**config.mk**
```make
export PLATFORM = sky130hd
export DESIGN_NAME = alu_op_issuer
export DESIGN_NICKNAME = d
export VERILOG_FILES = /design/src/rtl/alu_op_issuer.sv
export SDC_FILE = /design/constraint.sdc
export NUM_CORES = 1
export LEC_CHECK = 0
export CAP_MARGIN = 20
export CORE_MARGIN = 5
export CORE_UTILIZATION = 45
export DETAILED_ROUTE_END_ITERATION = 10
export PLACE_DENSITY_LB_ADDON = 0.15
export RECOVER_POWER = 50
export SLEW_MARGIN = 15
export SYNTH_ARGS = -nofsm -noshare
export SYNTH_HDL_FRONTEND = slang
export SYNTH_SLANG_ARGS = --single-unit
export TNS_END_PERCENT = 50
```
**constraint.sdc**
```tcl
create_clock -name clk -period 1.8 [get_ports clk]
set_input_delay 0.36 -clock clk [delete_from_list [all_inputs] [get_ports clk]]
set_output_delay 0.36 -clock clk [all_outputs]
set_load 0.01 [all_outputs]
```
**src/rtl/alu_op_issuer.sv**
```systemverilog
// alu_op_issuer: valid/ready request sequencer driving the 8-bit ALU begin_op/alu_done handshake.
// Define ALU_ISSUE_TIMEOUT_EN to abort mul/div operations that never report alu_done.
module alu_op_issuer #(
  parameter int ADDSUB_LAT = 1,
  parameter int TIMEOUT_CYCLES = 64
) (
  input  logic        clk,
  input  logic        reset,
  input  logic        req_valid,
  output logic        req_ready,
  input  logic [1:0]  req_opcode,
  input  logic [7:0]  req_a,
  input  logic [7:0]  req_b,
  output logic        begin_op,
  output logic [1:0]  opcode,
  output logic [7:0]  op_a,
  output logic [7:0]  op_b,
  input  logic        alu_done,
  input  logic [15:0] alu_result,
  output logic        alu_abort,
  output logic        rsp_valid,
  input  logic        rsp_ready,
  output logic [15:0] rsp_result,
  output logic [1:0]  rsp_opcode,
  output logic        rsp_err,
  output logic [15:0] ops_done
);
  localparam logic [1:0] IDLE = 2'd0, ISSUE = 2'd1, WAIT = 2'd2, RESP = 2'd3;
  localparam int CW = $clog2(((ADDSUB_LAT > TIMEOUT_CYCLES) ? ADDSUB_LAT : TIMEOUT_CYCLES) + 1);
  logic [1:0] state;
  logic [CW-1:0] wcnt;
  logic addsub, lat_hit, done_hit, to_hit, capture;
  assign req_ready = state == IDLE;
  assign begin_op = state == ISSUE;
  assign rsp_valid = state == RESP;
  assign addsub = ~opcode[1];
  assign lat_hit = addsub && wcnt == CW'(ADDSUB_LAT - 1);
  assign done_hit = !addsub && alu_done;
  assign capture = state == WAIT && (lat_hit || done_hit || to_hit);
`ifdef ALU_ISSUE_TIMEOUT_EN
  // a simultaneous alu_done takes priority over the timeout
  assign to_hit = !addsub && !alu_done && wcnt == CW'(TIMEOUT_CYCLES - 1);
  always_ff @(posedge clk) begin
    if (!reset) begin
      rsp_err <= 1'b0;
      alu_abort <= 1'b0;
    end else begin
      alu_abort <= capture && to_hit;
      rsp_err <= capture ? to_hit : rsp_err;
    end
  end
`else
  assign to_hit = 1'b0;
  assign rsp_err = 1'b0;
  assign alu_abort = 1'b0;
`endif
  always_ff @(posedge clk) begin
    if (!reset) begin
      state <= IDLE;
      wcnt <= '0;
      opcode <= '0;
      op_a <= '0;
      op_b <= '0;
      rsp_result <= '0;
      rsp_opcode <= '0;
      ops_done <= '0;
    end else begin
      case (state)
        IDLE: if (req_valid) begin
          opcode <= req_opcode;
          op_a <= req_a;
          op_b <= req_b;
          state <= ISSUE;
        end
        ISSUE: begin
          wcnt <= '0;
          state <= WAIT;
        end
        WAIT: begin
          wcnt <= wcnt + 1'b1;
          if (capture) begin
            state <= RESP;
            rsp_opcode <= opcode;
            rsp_result <= to_hit ? 16'h0000 : addsub ? {8'h00, alu_result[7:0]} : alu_result;
          end
        end
        default: if (rsp_ready) begin
          ops_done <= ops_done + 1'b1;
          state <= IDLE;
        end
      endcase
    end
  end
endmodule

```
==> results of run 1 <==
-- stage by stage --
step | util | area [um2] | setup WS (ps)
5_1_grt | 0.666 | 3900 | 21.7
3_5_place_dp | 0.638 | 3730 | -22.3
6_report | 0.666 | 3900 | 104
3_3_place_gp | 0.638 | 3730 | 57.7
4_1_cts | 0.667 | 3900 | 75.6
2_1_floorplan | - | 2700 | 273
-- cell type report --
type	count	area share
clock buffers	15	0.0427
clock inverters	1	0.00128
inverters	9	0.00867
multi-input cells	220	0.343
flip-flops and latches	61	0.314
well taps	75	0.0241
repair buffers	106	0.267
-- cell families (layout without fill, tap and decap cells) --
kind of cell | after synthesis | in the layout
AO/OA/AOI/OAI | 30 | 30
XOR/XNOR | 14 | 14
adder cells (fa/ha/maj) | 8 | 8
buffers and inverters | 27 | 131
flip-flops | 61 | 61
multiplexers | 24 | 24
other | 1 | 2
AND/OR/NAND/NOR | 142 | 142
-- layer usage --
metal / vias to the layer above / GRT usage / part of all wire
met1: 1047 / 0.176 / 0.40
met5: - / 0 / 0
met3: 9 / 0.0918 / 0.093
met4: 0 / 0.0656 / 0.016
li1: 1203 / - / -
met2: 60 / 0.287 / 0.49
-- registers in the layout (all words and copies together) (netlist names) --
signal and flops:
rsp_result 16, rsp_opcode 2, op_b 8, wcnt 7
state 2, opcode 2, op_a 8, ops_done 16
-- worst min-delay path by stage --
stage,from,end,cells past startpoint
final,reset,rsp_result[11]$_SDFFE_PN0P_,3
after global routing,reset,ops_done[13]$_SDFFE_PN0P_,3
after CTS,reset,rsp_result[11]$_SDFFE_PN0P_,3
after detailed placement,rsp_result[2]$_SDFFE_PN0P_,rsp_result[2]$_SDFFE_PN0P_,2
after global placement,rsp_opcode[0]$_SDFFE_PN0P_,rsp_opcode[0]$_SDFFE_PN0P_,2
after floorplan,wcnt[6]$_SDFFE_PN0P_,wcnt[6]$_SDFFE_PN0P_,2
-- power breakdown --
group | total [mW] | internal, mW | switching, mW
Combinational | 1.09 | 0.539 | 0.548
Clock | 1.06 | 0.575 | 0.487
Sequential | 1.57 | 1.49 | 0.0805
-- worst min-delay path, cell delays in order --
cell and delay [ps]:
buf_2 200, nand2_1 100, mux2i_1 50
-- cells in the final DEF, fill, tap and decap left out, drive strengths merged, types with 4 or more instances in the layout --
master,instances
o21ai,4
clkbuf,20
buf,9
ha,8
nand3,18
nand2b,4
nor3,7
dfxtp,61
mux2i,24
and2,13
inv,9
xor2,10
clkdlybuf4s50,70
nor2,8
xnor2,4
dlygate4sd3,19
a21boi,20
nand2,81
nand4,4
==> summary.md, run 1 <==
| Metric | Value |
|---|---|
| Prevailing post-synth register cell | dfxtp_1 |
| R2R Path End | wcnt[5]$_SDFFE_PN0P_ |
| I/O pin count | 96 |
| Sink Count | 61 |
| HP Class | input port to flop |
| Async set-reset flop share out of synthesis | 0 |
| Post-Layout Cell Count | 487 |
| Peak VDD IR | 0.000618 V |
| CP startpoint | state[0]$_SDFFE_PN0P_ |
| Final Max Slew Viols | 0 |
| Die height | 87.3 um |
| Worst hold slack | 424 ps |
| Root Driver | clkbuf_8 |
| Cts repair resizes | 5 |
| Wirelength per Cell | 12.8 um |
| Fillers | 492 |
| F_max | 590 MHz |
| Post-DP HPWL | 4.67 mm |
| Number of placed cells counting well taps | 471 |
| Critical Path AT | 1340 ps |
| RSZ-0062 raised after global routing | no |
| Seq cells post-synth | 61 |
| Inserted Diodes | 0 |
| Pwr/cell area | 953 mW/mm2 |
| R2R depth | 5 |
| Starting density of the core | 0.460 |
| Grt ovf | 0 |
| H-tree depth | 3 |
| Most frequent cell after synthesis | nand2_1 |
| Port Buffers | 93 |
| Status | completed |
| Routed WL | 6.22 mm |
| CP max stage delay | 370 ps |
| Core box area | 0.00585 mm2 |
| Synth Area in Compound Gates | 0.0790 |
| Iteration-0 DRC Markers | 35 |
| Lkg Pwr | 1.55 nW |
| Vias | 2319 |
| Initial antenna violation count | 0 |
| Pin count of the biggest net entering global routing | 44 |
| GRT Overall Usage | 0.170 |
| Cell Chain, Critical Path | inv_1 > ha_1 > dlygate4sd2_1 |
| Number of global-route vias before repair | 2315 |
| Synth Area in XOR/XNOR | 0.0456 |
| Post-route ant nets | 0 |
| DRC errors left | 0 |
| FF-to-FF Start | state[0]$_SDFFE_PN0P_ |
| Buf/Inv on CP | 2 |
| Crit path depth | 3 |
| CP Capture Point | req_ready |
| Post-synth cell types | 32 |
| Max Root-Sink Buffers | 2 |
| Hold Fails Final Rpt | 0 |
| Worst-Skew Late Latency | 330 ps |
| Via/cell ratio | 4.76 |
| Chip width | 87.3 um |
| Crit Path Class | flop to output port |
| Nets@finish | 454 |
| Crit-path max FO | 5 |
| Final Cycle Share | 0.942 |
| Crit end category | output port |
| CP startpoint kind | flop |
| Mux cell area share after synthesis | 0.0893 |
| Seq/Total Area, Yosys | 0.454 |
| First-pass DRT Iterations | 4 |
| Synth area leader | dfxtp_1 |
| Share of layout cells above drive strength 1 | 0.0752 |
| Skew final | 6.13 ps |
| Clock transition at the registers of the reported paths | 60 ps |
| Setup Buffers After CTS | 0 |
| Post-synth top area share | 0.454 |
| Largest family of logic cells by synthesized area | simple AND/OR/NAND/NOR gates |
| Pwr Total | 3.71 mW |
| Die area | 0.00763 mm2 |
| Syn Inst Count | 307 |
| Critical path's top delay family | buffers and inverters |
| Setup TNS | 0 ps |
| YS warnings | 0 |
| Hold-fix buffers at CTS | 0 |
| Final RePlAce weighted congestion | 0.775 |
| Worst Path Required | 1440 ps |
| First-pass GRT wire length | 10.1 mm |
| Post-synthesis simple-gate area fraction | 0.242 |
| Post-Synth Adder-Cell Area | 0.0372 |
| Register-to-Register Setup Slack | 160 ps |
| Post-synth top cells | 81 x nand2_1, 61 x dfxtp_1, 24 x mux2i_1 |
| Row Count | 28 |
| Num CTS Buffers | 9 |
| CTS tree | yes |
| Number of max-cap violations | 0 |
| Reg area | 0.00122 mm2 |
| Area of the multi-input gates | 0.00134 mm2 |
| Crit-path slowest cell | dfxtp_2 |
| Number of synthesized flops with an enable pin | 0 |
| Setup violators final | 0 |
| Synthesized area per cell | 8.77 um2 |
| Synth Cell Area | 0.00269 mm2 |
| Area delta synth->final | 44.8% |
| Area contributors post-synth | dfxtp_1 45%, nand2_1 11%, mux2i_1 8.9%, a21boi_0 5.6%, ha_1 3.7% |
| Crit path time final | 1700 ps |
(Power assumes the default switching activity.)
==> run 2: changes to the inputs <==
--- a/config.mk
+++ b/config.mk
@@ -7,7 +7,7 @@
 export LEC_CHECK = 0
 export CAP_MARGIN = 20
 export CORE_MARGIN = 5
-export CORE_UTILIZATION = 45
+export CORE_UTILIZATION = 30
 export DETAILED_ROUTE_END_ITERATION = 10
 export PLACE_DENSITY_LB_ADDON = 0.15
 export RECOVER_POWER = 50
==> run 2 against run 1 <==
Net effect: routed wire length increased by 8.3%; critical endpoint is now ops_done[6]; sequential share of layout area decreased by 0.69 points; combinational power hardly changed; worst setup slack better by 15 ps; via count up 0.73%; clock skew up 2.9 ps; sequential power barely moved; hold slack better by 31 ps; critical path type unchanged; count of clock-buffer cells in the layout fell by 4; core utilization decreased by 21 points.
==> summary.md, run 2 (synthesis results as in run 1) <==
| Metric | Value |
|---|---|
| Area delta synth->final | 48.0% |
| Vias | 2336 (+0.73%) |
| Switching part of the total | 0.293 (-0.00688) |
| Worst Hold Path Cells | 2 (-1) |
| Via/cell ratio | 4.49 (-5.7%) |
| Post-Layout Cell Count | 520 (+6.8%) |
| Max Root-Sink Buffers | 2 (unchanged) |
| Post-DP HPWL | 4.97 mm (+6.3%) |
| Grt ovf | 0 (unchanged) |
| I/O pin count | 96 (unchanged) |
| WL met3 | 625 um (+8.5%) |
| Hold Fails Final Rpt | 0 (unchanged) |
| Clock transition at the registers of the reported paths | 70 ps (about the same) |
| Crit path time final | 1680 ps (-15.1 ps) |
| Cell-internal power | 2.86 mW (+10%) |
| Crit-path slowest cell | clkdlybuf4s50_1 |
| Inserted Diodes | 0 (unchanged) |
| Met1 WL | 2.84 mm (+13%) |
| Crit path depth | 1 (-2) |
| Met2 routed WL | 3.20 mm (+5.7%) |
| Worst-Skew Late Latency | 330 ps (about the same) |
| Iteration-0 DRC Markers | 50 (+43%) |
| Critical path's top delay family | buffers and inverters |
| Logic gate share of total power | 0.267 (-0.025) |
| FF-to-FF Start | state[1]$_SDFFE_PN0P_ |
| Setup TNS | 0 ps (unchanged) |
| Row Count | 34 (+21%) |
| Hold-fix buffers at CTS | 0 (unchanged) |
| CP Capture Point | ops_done[6] |
| CP startpoint kind | flop |
| GRT Overall Usage | 0.124 (-0.0458) |
| DRC errors left | 0 (unchanged) |
| Final Cycle Share | 0.934 (-0.00839) |
| Skew final | 8.98 ps (+2.85 ps) |
| Number of global-route vias before repair | 2407 (+4.0%) |
| CTS tree | yes |
| H-tree depth | 3 (unchanged) |
| R2R depth | 5 (unchanged) |
| Die height | 105 um (+20%) |
| Cell Chain, Critical Path | clkdlybuf4s50_1 |
| Setup violators final | 0 (unchanged) |
| Clock power frac | 0.346 (+0.060) |
| Initial antenna violation count | 0 (unchanged) |
| Routed WL | 6.73 mm (+8.3%) |
| Crit end category | output port |
| First-pass DRT Iterations | 4 (unchanged) |
| Register-to-Register Setup Slack | 160 ps (about the same) |
| Lkg Pwr | 1.58 nW (+1.7%) |
| Nets@finish | 454 (unchanged) |
| Crit-path max FO | 5 (unchanged) |
| Final core utilization | 0.457 (-0.209) |
| Pwr Total | 4.05 mW (+9.0%) |
| R2R Path End | wcnt[5]$_SDFFE_PN0P_ |
| Wirelength per Cell | 12.9 um (+1.4%) |
| Sequential share of power | 0.387 (-0.035) |
| Number of placed cells counting well taps | 504 (+7.0%) |
| CP max stage delay | 570 ps (+200 ps) |
| Buf/Inv on CP | 1 (-1) |
| Port Buffers | 93 (unchanged) |
| Final Max Slew Viols | 0 (unchanged) |
| Chip width | 105 um (+20%) |
| DR top layer | met4 |
| Share of layout cells above drive strength 1 | 0.0825 (+0.00728) |
| Sink Count | 61 (unchanged) |
| Status | completed |
| Crit Path Class | flop to output port |
| Largest regs | ops_done x16, rsp_result x16 |
| Num CTS Buffers | 9 (unchanged) |
| Worst Path Required | 1440 ps (about the same) |
| Root Driver | clkbuf_8 |
| Pwr/cell area | 1020 mW/mm2 (+6.6%) |
| Peak VDD IR | 0.000464 V (-25%) |
| Commonest non-fill, non-tap cell in the layout | nand2_1 |
| Final RePlAce weighted congestion | 0.778 (+0.45%) |
| Post-route ant nets | 0 (unchanged) |
| RSZ-0062 raised after global routing | no |
| Starting density of the core | 0.309 (-0.151) |
| Core box area | 0.00872 mm2 (+49%) |
| Most frequent cells in the layout | 81 x nand2_1, 65 x clkdlybuf4s50_1, 59 x dfxtp_1 |
| Number of max-cap violations | 0 (unchanged) |
| F_max | 595 MHz (+0.90%) |
| P_sw | 1.19 mW (+6.5%) |
| Critical Path AT | 1320 ps (-20 ps) |
| Pin count of the biggest net entering global routing | 23 (-48%) |
| HP Class | flop to flop |
| Die area | 0.0110 mm2 (+44%) |
| CP startpoint | ops_done[6]$_SDFFE_PN0P_ |
| First-pass GRT wire length | 11.3 mm (+12%) |
-- run 2: area by class of cell --
type	instances	area, um2
fill	837	4740
multi-input combinational	220	1340
sequential	61	1220
timing repair buffer	106	1020
clock buffer	11	151
tap	108	135
clock inverter	5	82.6
inverter	9	33.8
-- run 2: worst min path at each step --
stage | start | end | slack, ps
2_1_floorplan | wcnt[6]$_SDFFE_PN0P_ | wcnt[6]$_SDFFE_PN0P_ | 460
3_3_place_gp | rsp_opcode[0]$_SDFFE_PN0P_ | rsp_opcode[0]$_SDFFE_PN0P_ | 440
3_5_place_dp | rsp_result[13]$_SDFFE_PN0P_ | rsp_result[13]$_SDFFE_PN0P_ | 450
4_1_cts | reset | state[1]$_SDFFE_PN0P_ | 460
5_1_grt | rsp_result[15]$_SDFFE_PN0P_ | rsp_result[15]$_SDFFE_PN0P_ | 480
6_report | rsp_result[8]$_SDFFE_PN0P_ | rsp_result[8]$_SDFFE_PN0P_ | 460
-- run 2: through the flow --
step           instance area [um2]  worst slack (ps)  hold slack [ps]
3_5_place_dp                  3760              25.2              445
4_1_cts                       3990              81.4              457
2_1_floorplan                 2700               273              459
5_1_grt                       3980              44.4              478
3_3_place_gp                  3760              6.00              442
6_report                      3980               119              455
-- run 2: timing repair --
action / CTS / global route
setup endpoints to repair: 3 / 0
endpoints found under the hold margin: 0 / 0
resized for setup: 5 / 0
setup buffers: 0 / 0
-- run 2: power groups by stage --
stage / registers, mW / clock network [mW] / logic [mW]
after floorplan: 1.64 / 0 / 0.601
after global placement: 1.59 / 0 / 1.17
final: 1.57 / 1.40 / 1.08
after global routing: 1.58 / 1.51 / 1.20
after detailed placement: 1.60 / 0 / 1.17
after CTS: 1.57 / 1.47 / 1.16
-- run 2: metal layers --
layer  vias to the layer above  GRT usage
met5                         -          0
met4                         0     0.0438
met3                         6     0.0617
met2                        72      0.210
met1                      1052      0.135
li1                       1206          -
